[src/rtl/midi_rx_parser.sv]
// MIDI receiver: oversampling UART deserialiser plus Note-On/Note-Off parser with running status.
// Define MIDI_RX_ERR_COUNT_EN to build the saturating framing-error counter on ERR_COUNT.
module midi_rx_parser #(
  parameter int CLKS_PER_BIT = 128,
  parameter int OMNI         = 0,
  parameter int SYNC_STAGES  = 2
) (
  input  logic       CLK,
  input  logic       RESET,
  input  logic       DATA,
  input  logic [3:0] CH_SEL,
  output logic       MSG_VALID,
  output logic       NOTE_ON,
  output logic [3:0] CHANNEL,
  output logic [6:0] NOTE,
  output logic [6:0] VELOCITY,
  output logic       FRAME_ERR,
  output logic [7:0] LED,
  output logic [7:0] ERR_COUNT
);

  localparam int CNT_W = $clog2(CLKS_PER_BIT);
  localparam logic [CNT_W-1:0] LP_HALF_M1 = CNT_W'(CLKS_PER_BIT / 2 - 1);
  localparam logic [CNT_W-1:0] LP_FULL_M1 = CNT_W'(CLKS_PER_BIT - 1);

  typedef enum logic [1:0] {RX_IDLE, RX_START, RX_DATA, RX_STOP} rx_state_t;
  typedef enum logic [1:0] {P_IDLE, P_WAIT_D1, P_WAIT_D2} p_state_t;

  function automatic logic [7:0] sat_inc8(input logic [7:0] v);
    sat_inc8 = (v == 8'hFF) ? v : v + 8'd1;
  endfunction

  // Synchroniser clears to 0 so a line held low across reset never looks like a start edge.
  logic [SYNC_STAGES-1:0] r_sync;
  logic                   r_rx_d;
  logic                   w_rx;
  logic                   w_fall;

  assign w_rx   = r_sync[SYNC_STAGES-1];
  assign w_fall = r_rx_d & ~w_rx;

  always_ff @(posedge CLK or posedge RESET) begin
    if (RESET) begin
      r_sync <= '0;
      r_rx_d <= 1'b0;
    end else begin
      r_sync <= {r_sync[SYNC_STAGES-2:0], DATA};
      r_rx_d <= w_rx;
    end
  end

  // Deserialiser stage
  rx_state_t        r_rx_state;
  logic [CNT_W-1:0] r_cnt;
  logic [2:0]       r_bit;
  logic [7:0]       r_shift;
  logic             r_byte_rdy;

  always_ff @(posedge CLK or posedge RESET) begin
    if (RESET) begin
      r_rx_state <= RX_IDLE;
      r_cnt      <= '0;
      r_bit      <= 3'd0;
      r_shift    <= 8'd0;
      r_byte_rdy <= 1'b0;
      FRAME_ERR  <= 1'b0;
    end else begin
      r_byte_rdy <= 1'b0;
      FRAME_ERR  <= 1'b0;
      case (r_rx_state)
        RX_IDLE: begin
          r_cnt <= '0;
          r_bit <= 3'd0;
          if (w_fall) r_rx_state <= RX_START;
        end
        RX_START: begin
          if (r_cnt == LP_HALF_M1) begin
            r_cnt      <= '0;
            r_rx_state <= w_rx ? RX_IDLE : RX_DATA;
          end else begin
            r_cnt <= r_cnt + CNT_W'(1);
          end
        end
        RX_DATA: begin
          if (r_cnt == LP_FULL_M1) begin
            r_cnt   <= '0;
            r_shift <= {w_rx, r_shift[7:1]};
            if (r_bit == 3'd7) begin
              r_bit      <= 3'd0;
              r_rx_state <= RX_STOP;
            end else begin
              r_bit <= r_bit + 3'd1;
            end
          end else begin
            r_cnt <= r_cnt + CNT_W'(1);
          end
        end
        RX_STOP: begin
          if (r_cnt == LP_FULL_M1) begin
            r_cnt      <= '0;
            r_rx_state <= RX_IDLE;
            if (w_rx) r_byte_rdy <= 1'b1;
            else      FRAME_ERR  <= 1'b1;
          end else begin
            r_cnt <= r_cnt + CNT_W'(1);
          end
        end
        default: r_rx_state <= RX_IDLE;
      endcase
    end
  end

  // Parser stage
  p_state_t   r_pstate;
  logic       r_rs_valid;
  logic       r_rs_note;
  logic       r_rs_on;
  logic [3:0] r_rs_chan;
  logic [6:0] r_d1;
  logic       w_ch_match;
  logic       w_emit_on;

  assign w_ch_match = (OMNI != 0) || (r_rs_chan == CH_SEL);
  assign w_emit_on  = r_rs_on && (r_shift[6:0] != 7'd0);

  always_ff @(posedge CLK or posedge RESET) begin
    if (RESET) begin
      r_pstate   <= P_IDLE;
      r_rs_valid <= 1'b0;
      r_rs_note  <= 1'b0;
      r_rs_on    <= 1'b0;
      r_rs_chan  <= 4'd0;
      r_d1       <= 7'd0;
      MSG_VALID  <= 1'b0;
      NOTE_ON    <= 1'b0;
      CHANNEL    <= 4'd0;
      NOTE       <= 7'd0;
      VELOCITY   <= 7'd0;
      LED        <= 8'd0;
    end else begin
      MSG_VALID <= 1'b0;
      if (FRAME_ERR) begin
        r_rs_valid <= 1'b0;
        r_pstate   <= P_IDLE;
      end else if (r_byte_rdy) begin
        if (r_shift[7]) begin
          if (r_shift[7:3] == 5'b11111) begin
            r_pstate <= r_pstate;
          end else if (r_shift[7:4] == 4'hF) begin
            r_rs_valid <= 1'b0;
            r_pstate   <= P_IDLE;
          end else begin
            // 0x8n/0x9n are decoded; 0xAn..0xEn only swallow their data bytes.
            r_rs_valid <= 1'b1;
            r_rs_note  <= (r_shift[6:5] == 2'b00);
            r_rs_on    <= r_shift[4];
            r_rs_chan  <= r_shift[3:0];
            r_pstate   <= P_WAIT_D1;
          end
        end else begin
          case (r_pstate)
            P_IDLE: begin
              if (r_rs_valid) begin
                r_d1     <= r_shift[6:0];
                r_pstate <= P_WAIT_D2;
              end
            end
            P_WAIT_D1: begin
              r_d1     <= r_shift[6:0];
              r_pstate <= P_WAIT_D2;
            end
            P_WAIT_D2: begin
              r_pstate <= P_WAIT_D1;
              if (r_rs_note && w_ch_match) begin
                MSG_VALID <= 1'b1;
                NOTE_ON   <= w_emit_on;
                CHANNEL   <= r_rs_chan;
                NOTE      <= r_d1;
                VELOCITY  <= r_shift[6:0];
                if (w_emit_on)              LED <= {1'b1, r_d1};
                else if (r_d1 == LED[6:0])  LED <= 8'd0;
              end
            end
            default: r_pstate <= P_IDLE;
          endcase
        end
      end
    end
  end

`ifdef MIDI_RX_ERR_COUNT_EN
  logic [7:0] r_err_cnt;

  always_ff @(posedge CLK or posedge RESET) begin
    if (RESET)          r_err_cnt <= 8'd0;
    else if (FRAME_ERR) r_err_cnt <= sat_inc8(r_err_cnt);
  end

  assign ERR_COUNT = r_err_cnt;
`else
  assign ERR_COUNT = 8'd0;
`endif

endmodule

[config.mk]
export PLATFORM = sky130hd
export DESIGN_NAME = midi_rx_parser
export DESIGN_NICKNAME = d
export VERILOG_FILES = /design/src/rtl/midi_rx_parser.sv
export SDC_FILE = /design/constraint.sdc
export NUM_CORES = 1
export LEC_CHECK = 0
export ABC_AREA = 1
export BUFFER_PORTS_ARGS = -buffer_cell sky130_fd_sc_hd__clkbuf_2
export CAP_MARGIN = 5
export CORE_MARGIN = 4
export CORE_UTILIZATION = 60
export DETAILED_ROUTE_END_ITERATION = 12
export GPL_ROUTABILITY_DRIVEN = 0
export PLACE_DENSITY_LB_ADDON = 0.15
export SLEW_MARGIN = 40
export SYNTH_ARGS = -nofsm -noshare
export SYNTH_HDL_FRONTEND = slang
export SYNTH_SLANG_ARGS = --single-unit
[constraint.sdc]
create_clock -name CLK -period 3.5 [get_ports CLK]
set_input_delay 0.175 -clock CLK [delete_from_list [all_inputs] [get_ports CLK]]
set_output_delay 0.175 -clock CLK [all_outputs]
set_load 0.05 [all_outputs]
* After elaboration in Yosys (flattened, before gate mapping) *
Index checks and enable logic that the tools add are counted.

word-level totals
  bits in registers = 69
  bits of input ports = 7
  output and inout bits = 37

operators by class
  add/sub/neg operators = 2
  eq/ne operators = 21
  mux-type cells = 40
  bitwise gates (word level) = 6
  reductions and logical operators = 21

operators by type and width
  operator               number
  $mux W2                11
  $mux W7                3
  $pmux W7 S3            1
  $reduce_and A5 Y1      4
  $mux W1                17
  $mux W8                2
  $ne A2 B2 Y1 const B   7
  $pmux W7 S2            1
  $reduce_bool A2 Y1     5
  $pmux W2 S4            1
  $add A7 B1 Y7 const B  1
  $eq A7 B6 Y1 const B   1
  $eq A7 B7 Y1           1
  $eq A7 B7 Y1 const B   1
  $reduce_bool A7 Y1     1
  $eq A2 B2 Y1 const B   3
  $logic_not A2 Y1       3
  $mux W3                2
  $pmux W2 S3            1
  $pmux W3 S2            1
  $reduce_and A3 Y1      2
  $reduce_and A6 Y1      1
  $eq A5 B5 Y1 const B   1
  $not A1 Y1             5
  other kinds (11)       14

* Longest topological paths before layout *
Gate-level depths: netlist of run 1.

  word-level depth = 7
  gate-level depth with buffers = 10

* Least setup slack after synthesis of run 1 *
OpenSTA, ideal clock, no wires.

  kind = register to register
  start point = register FRAME_ERR
  end point = register NOTE[0]
  library setup time = 119 ps
  data arrival time = 1499 ps
  setup slack = 1882 ps
  cell stages (with the launch flop) = 10
  buffers on the path = 1
  period minus slack after synthesis = 1618 ps
  cell sequence = dfrtp_1 nor2_2 nand2_1 nor2_1 nand2_2 nor2_8 inv_6 buf_6 nand2_2 o21ai_2

on the way
  longest elaborated chain between the ends = 2

RTL lines
  what                         RTL line  source
  from (decl)                  17        output logic FRAME_ERR,
  from (signal assigned)       66        FRAME_ERR <= 1'b0;
  from (signal assigned)       69        FRAME_ERR <= 1'b0;
  from (signal assigned)       103       else FRAME_ERR <= 1'b1;
  $not A1 Y1 (no line)         -
  $reduce_and A5 Y1 (no line)  -
  to (signal assigned)         178       NOTE <= r_d1;
  to (decl)                    15        output logic [6:0] NOTE,

No other way between the ends.
A chain may end at the register's enable or synchronous reset.

* Worst setup path after layout of run 1 *
  start point = register r_cnt[0]
  end point = register r_bit[0]

on the way
  longest elaborated chain between the ends = 3

RTL lines
  what                         RTL line  source
  from (decl)                  54        logic [CNT_W-1:0] r_cnt;
  from (signal assigned)       81        r_cnt <= r_cnt + CNT_W'(1);
  from (signal assigned)       95        r_cnt <= r_cnt + CNT_W'(1);
  from (signal assigned)       105       r_cnt <= r_cnt + CNT_W'(1);
  $eq A7 B7 Y1                 85        if (r_cnt == LP_FULL_M1) begin
  $ne A2 B2 Y1 (no line)       -
  $reduce_and A2 Y1 (no line)  -
  to (signal assigned)         92        r_bit <= r_bit + 3'd1;
  to (decl)                    55        logic [2:0] r_bit;

No other way between the ends.

==> results.md, run 1 <==
- Outcome: finished clean
- Sinks on Clock Net: 69
- Crit path to: r_bit[0]
- Share of post-route cells with drive strength above 1: between 10% and 20%
- Final Max Tran Viols: 0
- Synthesized area: 0.003236 mm²
- Avg Cell Area, Syn: 8.560 µm²
- GRT Total Usage: between 20 and 25%
- Hold Vio Cnt, Final: 0
- Required @ worst endpoint: about 3.8 ns
- Cell count after synthesis: around 380
- Slowest CP cell: dfrtp_1
- Tightest Pin Transition: between 0.6 and 0.7 ns
- CP max FO: 20
- Clock Skew: ~0.0048 ns
- CP Launch Point: r_cnt[0]
- Static Leak: 1.859 nW
- Startpoint Class: register
- Worst EP arrival: 2.02 ns
- Area growth from synthesis to layout: 13.03%
- Initial Utilization: 62.55%
- Crit path time final: 1.774 ns
- Critical path type: reg2reg
- DRC viols: 0
- Detailed Route Iter0 Violations: between 150 and 200
- Placed Instances: approximately 480
- DR WL/cell: between 10 and 15 µm
- Vias in the first global route: about 2400
- Commonest register cell after synthesis: dfrtp_1
- Post-Layout Cell Count: between 400 and 500
- Number of port buffers: 35
- First-pass GRT wire length: between 10000 and 15000 µm
- Clock root cell: clkbuf_8
- First-pass detailed-route iteration total: 4
- CTS tree: yes
- # setup viols final: 0
- IO Pins: 44
- WL final: around 6300 µm
- Crit Reg-Reg Startpoint: r_cnt[0]
- Power per cell area: ~480 mW/mm²
- Hold crit path type: in2reg
- DP HPWL: 4559 µm
- Core ar.: 0.005172 mm²
- Worst-skew pair later-pin latency: about 0.35 ns
- CP Cell Sequence: ha_1, nand2_1, nor2_4, nand2_2, inv_2, nand2_1, o31ai_1
- Reg-to-reg endpoint: r_bit[0]
- Flop-to-flop setup slack: roughly 1.7 ns
- Fin nets: about 430
- Die W: 81.44 µm
- Clock-pin slew on the worst setup and hold paths: roughly 0.070 ns
- Synth top cells by count: nand2_1, dfrtp_1, inv_1, nand3_1, nor2_1
- Total grt overflow: 0
- EDFF count, synth: 0
- RSZ-0062 raised after global routing: no
- Via count: around 2500
- Sum Neg Setup Slack: 0 ns
- Antenna-violating nets left: 0
- # diodes: 0
- Critical path's largest stage delay: ~0.4 ns
- Fillers: between 400 and 500
- Leading area contributor after synthesis: dfrtp_1
- Largest net degree at the start of global routing: 37
- Longest Clk Path Bufs: 2
- Reg2Reg Depth: 7
- Setup bufs post-CTS: 0
- Synth async-reset ratio: 100.0%
- Die area: 0.006632 mm²
- Ranking of synthesized cells by area: dfrtp_1, nand2_1, inv_1
- CTS Buf Count: 9
- Sequential fraction of the synthesis area: a little over half
- CP Capture Type: register
- Max Cap Viol: 0
- Netlist cell types: 28
- Vias per Instance: roughly 5.1
- Yosys top cell area share: a little over half
- Synth Register Bits: between 60 and 70
- Initial antenna violation count: 0
- Row Count: 26
- F_max: approximately 560 MHz
- Vert. Die Dim: 81.44 µm
- Rel. slew slack: between 50% and 60%
- H-tree lvl count: 3
- Syn. warnings: 0
- Cell with the most instances after synthesis: nand2_1
- Peak supply drop: 0.3749 mV
- Final Cycle Share: between 50% and 60%
- Total power: roughly 1.8 mW
- Cell mode on critical path: nand2_1
==> worst min-delay path by stage <==
stage               slack [ns]   endpoint       from  depth (start not counted)
floorplan                 0.21  r_sync[0]       DATA                          0
global placement          0.28  r_sync[0]       DATA                          1
detailed placement        0.29  r_sync[0]       DATA                          1
CTS                       0.28  MSG_VALID  CH_SEL[0]                          6
global route              0.31  MSG_VALID  CH_SEL[0]                          6
finish                    0.29  MSG_VALID  CH_SEL[0]                          6
==> cells in the final DEF, fill, tap and decap left out <==
| cell type | Yosys | layout |
|---|---|---|
| nand2_1 | 113 | 113 |
| dfrtp_1 | 69 | 69 |
| inv_1 | 42 | 41 |
| clkbuf_2 | 0 | 35 |
| nand3_1 | 29 | 29 |
| nor2_1 | 28 | 28 |
| o21ai_0 | 25 | 25 |
| o21ai_2 | 17 | 17 |
| clkbuf_8 | 0 | 9 |
| conb_1 | 1 | 8 |
| nand2_2 | 6 | 6 |
| nand4_1 | 6 | 6 |
| nor3_1 | 4 | 4 |
| nor2_2 | 3 | 3 |
| inv_2 | 2 | 3 |
| a21oi_1 | 3 | 3 |
| ha_1 | 3 | 3 |
| clkinvlp_4 | 0 | 3 |
| nor2_4 | 2 | 2 |
| o21a_1 | 2 | 2 |
| o211ai_1 | 2 | 2 |
| bufinv_16 | 0 | 2 |
| dlygate4sd3_1 | 0 | 2 |
| nor2_8 | 1 | 1 |
| inv_6 | 1 | 1 |
| o311ai_0 | 1 | 1 |
| xor2_1 | 1 | 1 |
| o31ai_1 | 1 | 1 |
| xnor2_1 | 1 | 1 |
| clkinv_2 | 0 | 1 |
| clkbuf_1 | 3 | 1 |
| buf_4 | 8 | 1 |
==> metrics by stage <==
step / instance area [µm²] / setup slack, ns / hold WS [ns] / utilization [%]
after global routing: 3657 / 1.488 / 0.3142 / 70.71
after detailed placement: 3422 / 1.753 / 0.2939 / 66.16
after CTS: 3657 / 1.729 / 0.2834 / 70.71
after floorplan: 3262 / 1.585 / 0.2064 / -
final: 3657 / 1.726 / 0.2907 / 70.71
after global placement: 3422 / 1.857 / 0.2839 / 66.16
==> logic make-up (layout without fill, tap and decap cells) <==
family / Yosys count / count (layout) / synth area share (%)
simple gates: 192 / 192 / 25.68
compound gates: 51 / 51 / 10.36
xor+xnor: 2 / 2 / 0.5415
buf+inv: 60 / 99 / 8.778
fa+ha+maj: 3 / 3 / 1.160
flops: 69 / 69 / 53.36
other cells: 1 / 8 / 0.1159
==> metal layers <==
metal | wire, µm | part of all wire [%] | GRT usage [%]
met4 | 138 | 2.2 | 11.82
met2 | 3021 | 48 | 34.20
met3 | 282 | 4.5 | 4.276
met1 | 2865 | 45 | 28.81
met5 | 0 | 0 | 0
==> power by group <==
part,switching [mW],total (mW),internal (mW)
Sequential,0.0331,0.861,0.828
Combinational,0.128,0.185,0.0566
Clock,0.304,0.704,0.400
Total,0.466,1.75,1.28
==> worst max-delay path: cells and delay by family (launching register included) <==
family	cells	cell delay [ns]
AND/OR/NAND/NOR	4	0.68
AO/OA/AOI/OAI	1	0.32
adder cells (fa/ha/maj)	1	0.19
flip-flops	1	0.39
buffers and inverters	1	0.08
==> what timing repair did <==
action / in CTS / in global routing
gates resized for setup: 0 / 0
hold buffers: 2 / 0
hold endpoints to repair: 34 / 0
==> area by class of cell <==
type,instances,area (µm²),share of cell area (%)
clock buffer,10,127.6,3.490
clock inverter,6,87.58,2.395
inverter,45,173.9,4.755
multi-input combinational,256,1251,34.21
sequential,69,1727,47.21
tap,70,87.58,2.395
timing repair buffer,38,202.7,5.542
==> state kept, by name, summed over array words and instances (netlist names), 2 cells and up, named ones only <==
signal     count
CHANNEL        4
LED            8
NOTE           7
VELOCITY       7
r_bit          3
r_cnt          7
r_d1           7
r_pstate       2
r_rs_chan      4
r_shift        8
r_sync         2
Note: power is estimated with default switching activity, not from simulation.
==> run 2: changes to the inputs <==
--- a/config.mk
+++ b/config.mk
@@ -5,11 +5,11 @@
 export SDC_FILE = /design/constraint.sdc
 export NUM_CORES = 1
 export LEC_CHECK = 0
-export ABC_AREA = 1
+export ABC_AREA = 0
 export BUFFER_PORTS_ARGS = -buffer_cell sky130_fd_sc_hd__clkbuf_2
 export CAP_MARGIN = 5
 export CORE_MARGIN = 4
-export CORE_UTILIZATION = 60
+export CORE_UTILIZATION = 51
 export DETAILED_ROUTE_END_ITERATION = 12
 export GPL_ROUTABILITY_DRIVEN = 0
 export PLACE_DENSITY_LB_ADDON = 0.15
==> constraint.sdc (replaced) <==
create_clock -name CLK -period 1.4 [get_ports CLK]
set_input_delay 0.07 -clock CLK [delete_from_list [all_inputs] [get_ports CLK]]
set_output_delay 0.07 -clock CLK [all_outputs]
set_load 0.05 [all_outputs]
==> results.md, run 2 <==
- CP Cell Sequence: or4_4, o41ai_4, o21ai_1, buf_4, o221ai_2
- Top flop regs: LED (8), r_shift (8)
- Design area: between 0.004 and 0.005 mm²
- Post-Layout Cell Count: ~440
- Critical path type: reg2reg
- Leading area contributor after synthesis: dfrtp_1
- Area growth from synthesis to layout: 36.89%
- Cell with the most instances after synthesis: dfrtp_1
- F_max: between 500 and 600 MHz
- Yosys top cell area share: 55.16%
- First-pass GRT wire length: approximately 11000 µm
- Worst EP arrival: 2.05 ns
- Outcome: finished with violations
- Crit path buffers/inverters: 1
- Initial Utilization: a little over half
- Core ar.: a little under 0.006 mm²
- Fillers: approximately 420
- Required @ worst endpoint: between 1.5 and 2 ns
- Sinks on Clock Net: around 70
- # diodes: 0
- # setup viols final: 37
- Reg power frac: between 40 and 50%
- Final Cycle Share: 128.4%
- PnR worst setup slack: -0.3975 ns
- Clock power frac: 33.9%
- Peak supply drop: around 0.87 mV
- Synth async-reset ratio: 100.0%
- Row Count: 28
- Netlist cell types: 46
- Failing checks: setup timing
- Clock root cell: clkbuf_8
- RSZ-0062 raised after global routing: yes
- Fin nets: 375
- Cell family contributing the most delay on the critical path: simple AND/OR/NAND/NOR gates
- First-pass detailed-route iteration total: 4
- CTS Buf Count: 9
- EDFF count, synth: 0
- Longest Clk Path Bufs: 2
- Synthesized area: 0.003131 mm²
- CTS tree: yes
- Pint: around 3.3 mW
- Max Cap Viol: 0
- Vias in the first global route: ~2300
- Clock Skew: between 0.01 and 0.015 ns
- Hold crit path type: in2async
- Number of port buffers: 35
- Static Leak: 2.133 nW
- Commonest non-fill, non-tap cell in the layout: dfrtp_1
- Syn. warnings: 0
- Vias per Instance: 5.399
- Sequential Area: between 0.0015 and 0.002 mm²
- Cell count after synthesis: 270
- Sequential fraction of the synthesis area: 55.16%
- Most frequent cells in the layout: dfrtp_1, buf_4, clkbuf_2, o21ai_0, inv_1
- H-tree lvl count: 3
- WL final: 7222 µm
- Placed Instances: 415
- DRC viols: 0
- Startpoint Class: register
- Net switching power: between 1 and 1.5 mW
- Avg Cell Area, Syn: ~12 µm²
- Detailed Route Iter0 Violations: between 80 and 90
- Commonest register cell after synthesis: dfrtp_1
- Synth top cells by count: dfrtp_1, o21ai_0, inv_1, nand2_1
- Total grt overflow: 0
- Crit path time final: around 1.8 ns
- Worst-skew pair later-pin latency: 0.34 ns
- Ranking of synthesized cells by area: dfrtp_1, o21ai_0, mux2_2
- Slowest CP cell: or4_4
- CP Capture Type: register
- Die area: around 0.0075 mm²
- DP HPWL: between 4000 and 5000 µm
- Hold Vio Cnt, Final: 0
- Combinational share of power: between 10% and 20%
- Clock-pin slew on the worst setup and hold paths: approximately 0.080 ns
- Largest net degree at the start of global routing: 70
- Via count: between 2000 and 2500
- Initial antenna violation count: 0
- Power per cell area: ~1100 mW/mm²
- Synth Register Bits: about 70
- Multi-input combinational cell area: roughly 0.0015 mm²
- IO Pins: 44
- Switch share: between 20% and 30%
- Final Max Tran Viols: 0
- DR WL/cell: between 15 and 20 µm
- Vert. Die Dim: approximately 86 µm
- Antenna-violating nets left: 0
- DP Area: 0.003709 mm²
- GRT Total Usage: roughly 19%
- CP max FO: 7
- Die W: ~86 µm
- Critical path's largest stage delay: approximately 0.56 ns
- Share of post-route cells with drive strength above 1: between 40 and 50%
-- run 2: cell families (layout without fill, tap and decap cells) --
family | after synthesis | count (layout) | share of synthesized area (%)
AO/OA/AOI/OAI | 57 | 57 | 11.43
XOR/XNOR | 16 | 16 | 4.477
adder cells (fa/ha/maj) | 3 | 3 | 1.199
buffers and inverters | 37 | 129 | 6.394
flip-flops | 69 | 69 | 55.16
multiplexers | 24 | 24 | 9.832
other | 1 | 8 | 0.1198
AND/OR/NAND/NOR | 63 | 63 | 11.39
-- run 2: worst reg2reg max path, cell delays in order, from the launching register on --
cell,delay [ns]
dfrtp_1,0.40
or4_4,0.56
o41ai_4,0.26
o21ai_1,0.12
buf_4,0.19
o221ai_2,0.18
-- run 2: layout make-up --
type                            instances  area share, %
Clock buffer                           10          2.978
Inverter                               18          1.664
Tap cell                               75          2.190
Clock inverter                          5          1.226
Timing Repair Buffer                   96          16.93
Multi-Input combinational cell        171          34.69
Sequential cell                        69          40.32
-- run 2: path summary, 6_finish.rpt --
check                      startpoint         to  slack (ns)  cells after the start
max                        r_shift[0]     LED[3]       -0.40                      5
min                             RESET    NOTE[4]        0.35                      4
max reg2reg                r_shift[0]     LED[3]       -0.40                      5
min reg2reg                 r_sync[0]  r_sync[1]        0.35                      0
max in group asynchronous       RESET  FRAME_ERR        0.72                      4
min in group CLK            r_sync[0]  r_sync[1]        0.35                      0
-- run 2: through the flow --
| step | util (%) | total power [mW] | TNS [ns] | worst slack, ns | hold WS (ns) |
|---|---|---|---|---|---|
| 2_1_floorplan | - | 2.693 | -7.377 | -0.3506 | 0.1014 |
| 3_3_place_gp | 62.27 | 2.953 | -8.292 | -0.3143 | 0.1818 |
| 3_5_place_dp | 62.27 | 2.966 | -8.863 | -0.3351 | 0.1805 |
| 4_1_cts | 67.08 | 4.525 | -7.860 | -0.3220 | 0.3569 |
| 5_1_grt | 71.95 | 4.774 | -11.91 | -0.4442 | 0.3709 |
| 6_report | 71.95 | 4.555 | -9.261 | -0.3975 | 0.3508 |
-- run 2: power groups by stage --
| stage | registers (mW) | logic (mW) | clock network, mW |
|---|---|---|---|
| after global placement | 2.22 | 0.733 | 0 |
| after detailed placement | 2.22 | 0.746 | 0 |
| after CTS | 2.18 | 0.764 | 1.58 |
| after floorplan | 2.28 | 0.411 | 0 |
| after global routing | 2.20 | 0.905 | 1.67 |
| final | 2.18 | 0.825 | 1.55 |
-- run 2: layer usage --
metal	part of all wire, %	global-route usage (%)	vias up	wire length (µm)
li1	-	-	1125	-
met1	42	24.81	1208	3063
met2	52	31.43	54	3741
met3	3.9	4.753	10	280
met4	1.9	8.640	0	136
met5	0	0	-	0
-- run 2: timing repair --
| action | in CTS | in global routing |
|---|---|---|
| hold buffers | 2 | 0 |
| resized for setup | 21 | 39 |
| setup endpoints to repair | 44 | 54 |
| cloned | 0 | 2 |
| pin swaps | 5 | 13 |
| endpoints found under the hold margin | 70 | 0 |
| buffers inserted | 2 | 10 |
==> run 3: changes to the inputs <==
--- a/config.mk
+++ b/config.mk
@@ -9,7 +9,7 @@
 export BUFFER_PORTS_ARGS = -buffer_cell sky130_fd_sc_hd__clkbuf_2
 export CAP_MARGIN = 5
 export CORE_MARGIN = 4
-export CORE_UTILIZATION = 51
+export CORE_UTILIZATION = 40
 export DETAILED_ROUTE_END_ITERATION = 12
 export GPL_ROUTABILITY_DRIVEN = 0
 export PLACE_DENSITY_LB_ADDON = 0.15
==> results.md, run 3 (synthesis gave the netlist of run 2 again) <==
- H-tree lvl count: 3
- Initial Utilization: between 40% and 50%
- Hold crit path type: reg2reg
- Critical path's largest stage delay: between 0.4 and 0.5 ns
- DP Area: approximately 0.0037 mm²
- Reg2Reg Depth: 5
- # diodes: 0
- Area growth from synthesis to layout: 37.65%
- Antenna-violating nets left: 0
- Via count: 2300
- Most frequent cells in the layout: dfrtp_1, buf_4, clkbuf_2, o21ai_0
- Longest Clk Path Bufs: 2
- Outcome: finished with violations
- Crit path to: r_shift[5]
- Required @ worst endpoint: about 1.6 ns
- Startpoint Class: register
- Die W: around 96 µm
- First-pass GRT wire length: between 10000 and 15000 µm
- Final Max Tran Viols: 0
- Slowest CP cell: or3_4
- Fin nets: between 300 and 400
- Crit Reg-Reg Startpoint: r_cnt[0]
- DRC viols: 0
- Failing checks: setup timing
- Worst EP arrival: 1.93 ns
- CP Capture Type: register
- F_max: 584.4 MHz
- Reg-to-reg endpoint: r_shift[5]
- Worst-skew pair later-pin latency: between 0.3 and 0.4 ns
- Clock root cell: clkbuf_8
- Row Count: 31
- Hold WS: 0.3508 ns
- Sinks on Clock Net: between 60 and 70
- Flop-to-flop setup slack: -0.31 ns
- Total grt overflow: 0
- Power per cell area: between 1000 and 1500 mW/mm²
- Commonest non-fill, non-tap cell in the layout: dfrtp_1
- Clock-pin slew on the worst setup and hold paths: around 0.08 ns
- Die area: between 0.009 and 0.01 mm²
- CP max FO: 8
- Max Cap Viol: 0
- Peak supply drop: around 0.77 mV
- CTS tree: yes
- PnR worst setup slack: -0.3111 ns
- Design area: around 0.0043 mm²
- Largest net degree at the start of global routing: 70
- # setup viols final: 45
- Final Cycle Share: 122.2%
- Hold Vio Cnt, Final: 0
- WL final: between 6000 and 7000 µm
- Top flop regs: LED (8), r_shift (8)
- Number of port buffers: 35
- Initial antenna violation count: 0
- DR WL/cell: roughly 15 µm
- Core ar.: approximately 0.0074 mm²
- Static Leak: roughly 2.1 nW
- Share of post-route cells with drive strength above 1: about half
- Detailed Route Iter0 Violations: 63
- Critical path type: reg2reg
- DP HPWL: around 4500 µm
- Vias in the first global route: between 2000 and 2500
- CP Cell Sequence: ha_2, and4_4, nand3_4, or3_4, mux2_4
- Fin util: 57.86%
- RSZ-0062 raised after global routing: yes
- IO Pins: 44
- Vias per Instance: between 4 and 5
- CTS Buf Count: 9
- GRT Total Usage: between 15 and 20%
- CP Launch Point: r_cnt[0]
- First-pass detailed-route iteration total: 4
- Vert. Die Dim: between 90 and 100 µm
- Clock Skew: around 0.01 ns
- Crit path time final: 1.711 ns
==> run 3: cell count changes in the layout (fill, tap and decap cells not counted), sizes merged <==
| cell | change |
|---|---|
| clkbuf | -1 |
| buf | -1 |
| bufinv | +1 |
==> run 3: worst min-delay path by stage <==
stage               startpoint   endpoint  slack [ns]  cells past startpoint
floorplan                 DATA  r_sync[0]        0.10                      0
global placement          DATA  r_sync[0]        0.18                      1
detailed placement        DATA  r_sync[0]        0.18                      1
CTS                  CH_SEL[3]     LED[7]        0.35                      6
global route         r_sync[0]  r_sync[1]        0.37                      0
finish               r_sync[0]  r_sync[1]        0.35                      0
==> run 3: timing repair <==
| item | CTS | global route |
|---|---|---|
| pin swaps | 10 | 13 |
| buffers inserted | 6 | 5 |
| setup endpoints to repair | 46 | 55 |
| hold buffers | 2 | 0 |
| hold endpoints to repair | 70 | 0 |
| resized for setup | 30 | 30 |
==> run 3: per-layer routing <==
metal | track usage (%) | share of wire [%] | up-vias
met2 | 26.55 | 50 | 37
li1 | - | - | 1128
met4 | 3.154 | 0.84 | 0
met5 | 0 | 0 | -
met1 | 19.50 | 45 | 1129
met3 | 4.957 | 4.0 | 6
==> run 3: final cells by class <==
class / instances / area [µm²]
clock buffers: 10 / 137.6
inverters: 18 / 71.32
fillers: 657 / 3138
well taps: 99 / 123.9
multi-input cells: 171 / 1473
flip-flops and latches: 69 / 1728
clock inverters: 6 / 86.33
repair buffers: 94 / 689.4
==> run 3: worst max-delay path, delay by kind of cell (launching register included) <==
family | cells | cell delay [ns]
muxes | 1 | 0.32
DFF | 1 | 0.36
adders and majority gates | 1 | 0.18
and+or+nand+nor | 3 | 0.73
==> run 3: stage by stage <==
| stage | setup WS (ns) | cells | total power [mW] | TNS, ns |
|---|---|---|---|---|
| floorplan | -0.3506 | 277 | 2.693 | -7.377 |
| global placement | -0.3180 | 442 | 2.941 | -7.846 |
| detailed placement | -0.3682 | 442 | 2.952 | -8.941 |
| CTS | -0.3472 | 465 | 4.794 | -8.206 |
| global route | -0.3853 | 467 | 5.026 | -10.95 |
| finish | -0.3111 | 467 | 4.772 | -7.870 |
==> run 3: power by group <==
| group | internal, mW | switching, mW |
|---|---|---|
| Clock | 1.05 | 0.750 |
| Combinational | 0.339 | 0.451 |
| Sequential | 2.11 | 0.0706 |
| Total | 3.50 | 1.27 |
